File: src/rtl/btn_pkg.sv
// Shared constants and types for the button conditioner.
// Stuck detection is compiled in only when BTN_STUCK_DETECT_EN is defined.
package btn_pkg;

  localparam int NUM_BTN          = 8;
  localparam int DB_CYCLES_DEF    = 16;
  localparam int STUCK_CYCLES_DEF = 20000;
  localparam int HOLD_W           = 16;

  // What the debounce counter decided on this cycle.
  typedef enum logic [1:0] {
    COMMIT_NONE,
    COMMIT_RISE,
    COMMIT_FALL
  } commit_t;

endpackage

File: src/rtl/btn_debounce_bit.sv
// One button: 2-flop synchronizer, debounce counter, level, press/release pulses
// and, with BTN_STUCK_DETECT_EN defined, a saturating hold counter driving stuck.
module btn_debounce_bit
  import btn_pkg::*;
#(
  parameter int DB_CYCLES = DB_CYCLES_DEF
`ifdef BTN_STUCK_DETECT_EN
  , parameter int STUCK_CYCLES = STUCK_CYCLES_DEF
`endif
) (
  input  logic clk,
  input  logic rst_n,
  input  logic raw,
  input  logic enable,
  output logic level,
  output logic press,
  output logic rel,
  output logic stuck
);

  localparam int              CNT_W    = $clog2(DB_CYCLES);
  localparam logic [CNT_W-1:0] CNT_LAST = CNT_W'(DB_CYCLES - 1);

  logic             s1;
  logic             s2;
  logic [CNT_W-1:0] cnt;
  commit_t          commit;

  // NOTE: every output of this always_comb gets a default first, so no latch is inferred.
  always_comb begin
    commit = COMMIT_NONE;
    if ((s2 != level) && (cnt == CNT_LAST)) begin
      commit = s2 ? COMMIT_RISE : COMMIT_FALL;
    end
  end

  // NOTE: sequential state uses non-blocking assignments so every flop samples pre-edge values.
  always_ff @(posedge clk or negedge rst_n) begin
    if (!rst_n) begin
      s1    <= 1'b0;
      s2    <= 1'b0;
      cnt   <= '0;
      level <= 1'b0;
      press <= 1'b0;
      rel   <= 1'b0;
    end else begin
      s1    <= raw;
      s2    <= s1;
      // Enable only masks the pulses; the level keeps tracking and edges are not replayed.
      press <= enable && (commit == COMMIT_RISE);
      rel   <= enable && (commit == COMMIT_FALL);
      if (s2 == level) begin
        cnt <= '0;
      end else if (commit != COMMIT_NONE) begin
        cnt   <= '0;
        level <= s2;
      end else begin
        cnt <= cnt + 1'b1;
      end
    end
  end

`ifdef BTN_STUCK_DETECT_EN
  localparam logic [HOLD_W-1:0] HOLD_LIM = HOLD_W'(STUCK_CYCLES);

  logic [HOLD_W-1:0] hold;
  logic              level_next;

  // Looking at the next level lets stuck drop on the same edge that clears the level.
  assign level_next = (commit == COMMIT_RISE) || (level && (commit != COMMIT_FALL));

  always_ff @(posedge clk or negedge rst_n) begin
    if (!rst_n) begin
      hold  <= '0;
      stuck <= 1'b0;
    end else begin
      if (!level) begin
        hold <= '0;
      end else if (hold != '1) begin
        hold <= hold + 1'b1;
      end
      stuck <= level_next && (hold >= HOLD_LIM);
    end
  end
`else
  assign stuck = 1'b0;
`endif

endmodule

File: src/rtl/btn_conditioner.sv
// Eight independent debounced buttons with gated press/release pulses.
// Define BTN_STUCK_DETECT_EN to compile in per-button stuck detection.
module btn_conditioner
  import btn_pkg::*;
#(
  parameter int DB_CYCLES    = DB_CYCLES_DEF,
  parameter int STUCK_CYCLES = STUCK_CYCLES_DEF
) (
  input  logic               clk,
  input  logic               rst_n,
  input  logic [NUM_BTN-1:0] btn_raw,
  input  logic               enable,
  output logic [NUM_BTN-1:0] btn_level,
  output logic [NUM_BTN-1:0] btn_press,
  output logic [NUM_BTN-1:0] btn_release,
  output logic               any_press,
  output logic [NUM_BTN-1:0] stuck
);

  if ((DB_CYCLES < 2) || (DB_CYCLES > 65535) ||
      (STUCK_CYCLES < 1) || (STUCK_CYCLES > 65535)) begin : g_param_err
    $error("btn_conditioner: DB_CYCLES or STUCK_CYCLES out of range");
  end

  for (genvar i = 0; i < NUM_BTN; i++) begin : g_btn
    btn_debounce_bit #(
      .DB_CYCLES    (DB_CYCLES)
`ifdef BTN_STUCK_DETECT_EN
      , .STUCK_CYCLES (STUCK_CYCLES)
`endif
    ) u_bit (
      .clk    (clk),
      .rst_n  (rst_n),
      .raw    (btn_raw[i]),
      .enable (enable),
      .level  (btn_level[i]),
      .press  (btn_press[i]),
      .rel    (btn_release[i]),
      .stuck  (stuck[i])
    );
  end

  assign any_press = |btn_press;

endmodule

File: config.mk
export PLATFORM = sky130hd
export DESIGN_NAME = btn_conditioner
export DESIGN_NICKNAME = d
export VERILOG_FILES = /design/src/rtl/btn_pkg.sv /design/src/rtl/btn_debounce_bit.sv /design/src/rtl/btn_conditioner.sv
export SDC_FILE = /design/constraint.sdc
export NUM_CORES = 1
export LEC_CHECK = 0
export ABC_CLOCK_PERIOD_IN_PS = 1170
export CELL_PAD_IN_SITES_DETAIL_PLACEMENT = 0
export CELL_PAD_IN_SITES_GLOBAL_PLACEMENT = 1
export CORE_MARGIN = 2
export CORE_UTILIZATION = 25
export DETAILED_ROUTE_END_ITERATION = 12
export MAX_ROUTING_LAYER = met4
export PLACE_DENSITY_LB_ADDON = 0.1
export SYNTH_ARGS = -nofsm -noshare
export SYNTH_HDL_FRONTEND = slang
export SYNTH_HIERARCHICAL = 1
export SYNTH_SLANG_ARGS = --single-unit
File: constraint.sdc
create_clock -name clk -period 1.17 [get_ports clk]
set_input_delay 0.234 -clock clk [delete_from_list [all_inputs] [get_ports clk]]
set_output_delay 0.234 -clock clk [all_outputs]
set_load 0.01 [all_outputs]
==> results.md <==
- The number of nets handed over by synthesis was 238.
- The kind of end point of the critical path is a primary output.
- Clock-pin slew was measured on the worst setup and hold paths at 60 ps.
- The CTS tree is yes.
- The total of buffers placed on input and output ports is 35.
- Across the run, the number of max-cap violations was 0.
- The maximum cell stage delay along the critical path is 390 ps.
- The initial antenna violation count is 0.
- Broken down by cell family, the worst path's largest delay share belongs to flip-flops.
- Entering global routing, the biggest net connects 29 pins.
- The routed layout has 1781 vias.
- The distinct cell type count after synthesis is 16.
- The share of the synthesized area in the top cell type is 0.624.
- At the worst endpoint, the arrival time is 1360 ps.
- Summed over all nets, the half-perimeter wirelength after detailed placement is 3790 um.
- The later-pin clock latency in the skew report is 330 ps.
- In the routed layout, each cell is associated on average with a via count of 3.99.
- The floorplan die area is 12400 sq um.
- Summed over all cells, the static leakage comes to 1.92 nW.
- The post-route cell area is 4010 sq um.
- The via count of the first global-routing pass was 1814.
- The TritonCTS buffer count is 9.
- The floorplan step set the die height to 112 um.
- The power density over cell area is 1420 nW/um^2.
- The count of mapped cells out of synthesis is 219.
- The standard cell core area is 11400 sq um.
- The global-route wire length before repair is 9310 um.
- The top achievable clock speed is 628 MHz.
- At the end of routability-driven placement, the weighted congestion stood at 0.677.
- The repair_antennas step left the layout with diodes totalling 0.
- The mapped netlist covers 2890 sq um.
- The width of the die is 112 um.
- In the global route stage, overall resource usage came out at 0.102.
- After synthesis the netlist holds a flip-flop and latch count of 72.
- The flow ran to the end, but the final reports show violations.
- Counting along the longest clock path gives a buffer depth of 2.
- Setup repair after global routing could not meet its margin everywhere.
- The total cell area at the placement stage is 3690 sq um.
- Ranked by total cell area, the synthesized netlist is headed by dfrtp_1, xnor2_1, mux2_4, nor2_1, nor3b_1.
- The largest driver fanout on the critical path is 2.
- For this design, the slowest cell found on the critical path is dfrtp_1.
- The routed design could run at a clock period as short as 1590 ps.
- For this design the top-level I/O count stands at 44.
- The area growth from synthesis to layout is 38.8%.
- The critical path is of the reg -> out type.
- The share of cells above drive strength 1 is 0.399.
- The number of nets in the finished design is 318.
- The critical path contains buffers and inverters numbering 2 combined.
- The average footprint of a synthesized cell is 13.2 sq um.
- IR analysis of the VDD net gives a maximum drop of 0.905 mV.
- The worst clock skew is 7.78 ps.
- The design draws 0.00571 W.
- The required time at the endpoint of the critical path is 940 ps.
- The checks that failed: setup timing.
- The first detailed-routing pass took 3 iterations.
- STA classifies the critical path startpoint as a register.
- The number of warning messages in the yosys log is 6.
- The path category of the worst min-delay check is in -> async.
- The effective utilization at floorplan is 0.254.
- The final count of pins violating max slew is 0.
- The remaining number of nets flagged by the antenna check after routing is 0.
- The floorplan has 39 rows.
- Traced cell by cell, the critical path runs through nor4_2 > buf_4 > nand2_4 > buf_6.
- Of all cell types, the one taking the most synthesized area is dfrtp_1.
- The first routing iteration left 48 violations.
- The sequential area share after synthesis is 0.624.
- Setup violations remaining at the end of the flow were counted as 7.
- The remaining global-route overflow is 0.
- Of the available clock period, the critical path in the final layout requires 1.36.
- The clock tree root driver cell is clkbuf_16.
- The final count of hold timing violations is 0.
- The routed wire length is 5510 um.
- The detailed-route wire length per cell is 12.4 um.
- The number of remaining DRC errors is 0.
- The H-tree was split into 3 levels.
- After layout, the worst setup slack is -422 ps.
- The total number of clock tree sinks is 72.
## power breakdown
group          internal (W)  switching [W]
sequential          0.00259      0.0000772
clock               0.00169        0.00100
combinational      0.000190       0.000169
total               0.00446        0.00125
## path summary, 6_finish.rpt
check | from | endpoint | slack, ps | cells after the start
worst max-delay path | g_btn[7].u_bit/press$_DFF_PN0_ | any_press | -420 | 4
worst min-delay path | rst_n | g_btn[7].u_bit/cnt[1]$_DFF_PN0_ | 320 | 2
worst max register to register | g_btn[7].u_bit/cnt[1]$_DFF_PN0_ | g_btn[7].u_bit/level$_DFFE_PN0P_ | 40 | 3
worst min register to register | g_btn[4].u_bit/s1$_DFF_PN0_ | g_btn[4].u_bit/s2$_DFF_PN0_ | 350 | 0
max in group asynchronous | rst_n | g_btn[4].u_bit/cnt[2]$_DFF_PN0_ | 390 | 3
min in group clk | btn_raw[5] | g_btn[5].u_bit/s1$_DFF_PN0_ | 340 | 1
## cell usage after synthesis
master,count
dfrtp_1,72
nor2_1,32
nor3b_1,16
xnor2_1,16
buf_4,8
conb_1,8
ha_1,8
inv_1,8
mux2_4,8
nand2b_4,8
nand3_1,8
nand3_2,8
nand4_1,8
xor2_1,8
nor4_1,2
nand2_1,1
## timing repair
item | in CTS | in global routing
gates resized for setup | 108 | 20
pin swaps | 1 | 2
gates cloned | 0 | 0
endpoints found under the hold margin | 13 | 0
buffers inserted | 5 | 1
hold buffers | 1 | 0
setup endpoints to repair | 26 | 27
## registers in the layout, indices dropped and copies added, names as in the netlist
signal,count
g_btn.u_bit/level,8
g_btn.u_bit/rel,8
g_btn.u_bit/s1,8
g_btn.u_bit/cnt,32
g_btn.u_bit/s2,8
g_btn.u_bit/press,8
## worst reg2reg max path: cells and delay by family (launching register included)
| family | cells | cell delay, ps |
|---|---|---|
| flops | 1 | 380 |
| mux | 1 | 300 |
| fa+ha+maj | 1 | 210 |
| simple gates | 1 | 110 |
## layer usage
metal | global-route usage | vias up | routed length [um]
met1 | 0.128 | 872 | 2590
met4 | 0.0321 | 0 | 77
met3 | 0.0577 | 6 | 384
li1 | - | 861 | -
met5 | - | - | 0
met2 | 0.138 | 42 | 2470
## layout by cell type, fill, tap and decap left out
cell type        netlist  layout
dfrtp_1               72      72
buf_4                  8      33
nor2_1                32      32
buf_2                  0      15
xnor2_1               16      14
nor3b_1               16      13
buf_6                  0      13
clkbuf_16              0       9
clkdlybuf4s50_1        0       9
inv_1                  8       8
nand3_2                8       8
nand2b_4               8       8
nand4_1                8       8
nand3_1                8       8
xor2_1                 8       8
mux2_4                 8       8
ha_2                   0       8
conb_1                 8       8
clkinv_2               0       3
nor3b_2                0       3
clkbuf_2               0       3
buf_12                 0       3
nor4_2                 0       2
xnor2_2                0       2
nand2_4                0       1
clkbuf_8               0       1
clkbuf_1               0       1
bufinv_16              0       1
dlygate4sd3_1          0       1
## through the flow
| step | util | setup slack (ps) | instances | TNS (ps) | hold WS, ps |
|---|---|---|---|---|---|
| 2_1_floorplan | - | 26.9 | 219 | 0 | -61.6 |
| 3_3_place_gp | 0.324 | -543 | 428 | -3410 | 127 |
| 3_5_place_dp | 0.324 | -489 | 428 | -3330 | 126 |
| 4_1_cts | 0.349 | -469 | 446 | -771 | 317 |
| 5_1_grt | 0.353 | -531 | 446 | -976 | 316 |
| 6_report | 0.353 | -422 | 446 | -608 | 317 |
## cell type report
type,instances,area (sq um)
Sequential cell,72,1800
Fill cell,1142,7360
Tap cell,143,179
Multi-Input combinational cell,131,1070
Inverter,8,30.0
Timing Repair Buffer,77,644
Clock inverter,4,45.0
Clock buffer,11,243
## logic make-up (layout without fill, tap and decap cells)
| kind of cell | after synthesis | count (layout) | share of synthesized area |
|---|---|---|---|
| other cells | 8 | 8 | 0.0104 |
| flops | 72 | 72 | 0.624 |
| buf+inv | 16 | 100 | 0.0312 |
| xor+xnor | 24 | 24 | 0.0728 |
| fa+ha+maj | 8 | 8 | 0.0346 |
| simple gates | 83 | 83 | 0.186 |
| mux | 8 | 8 | 0.0416 |
Power figures use the tool's default switching activity.
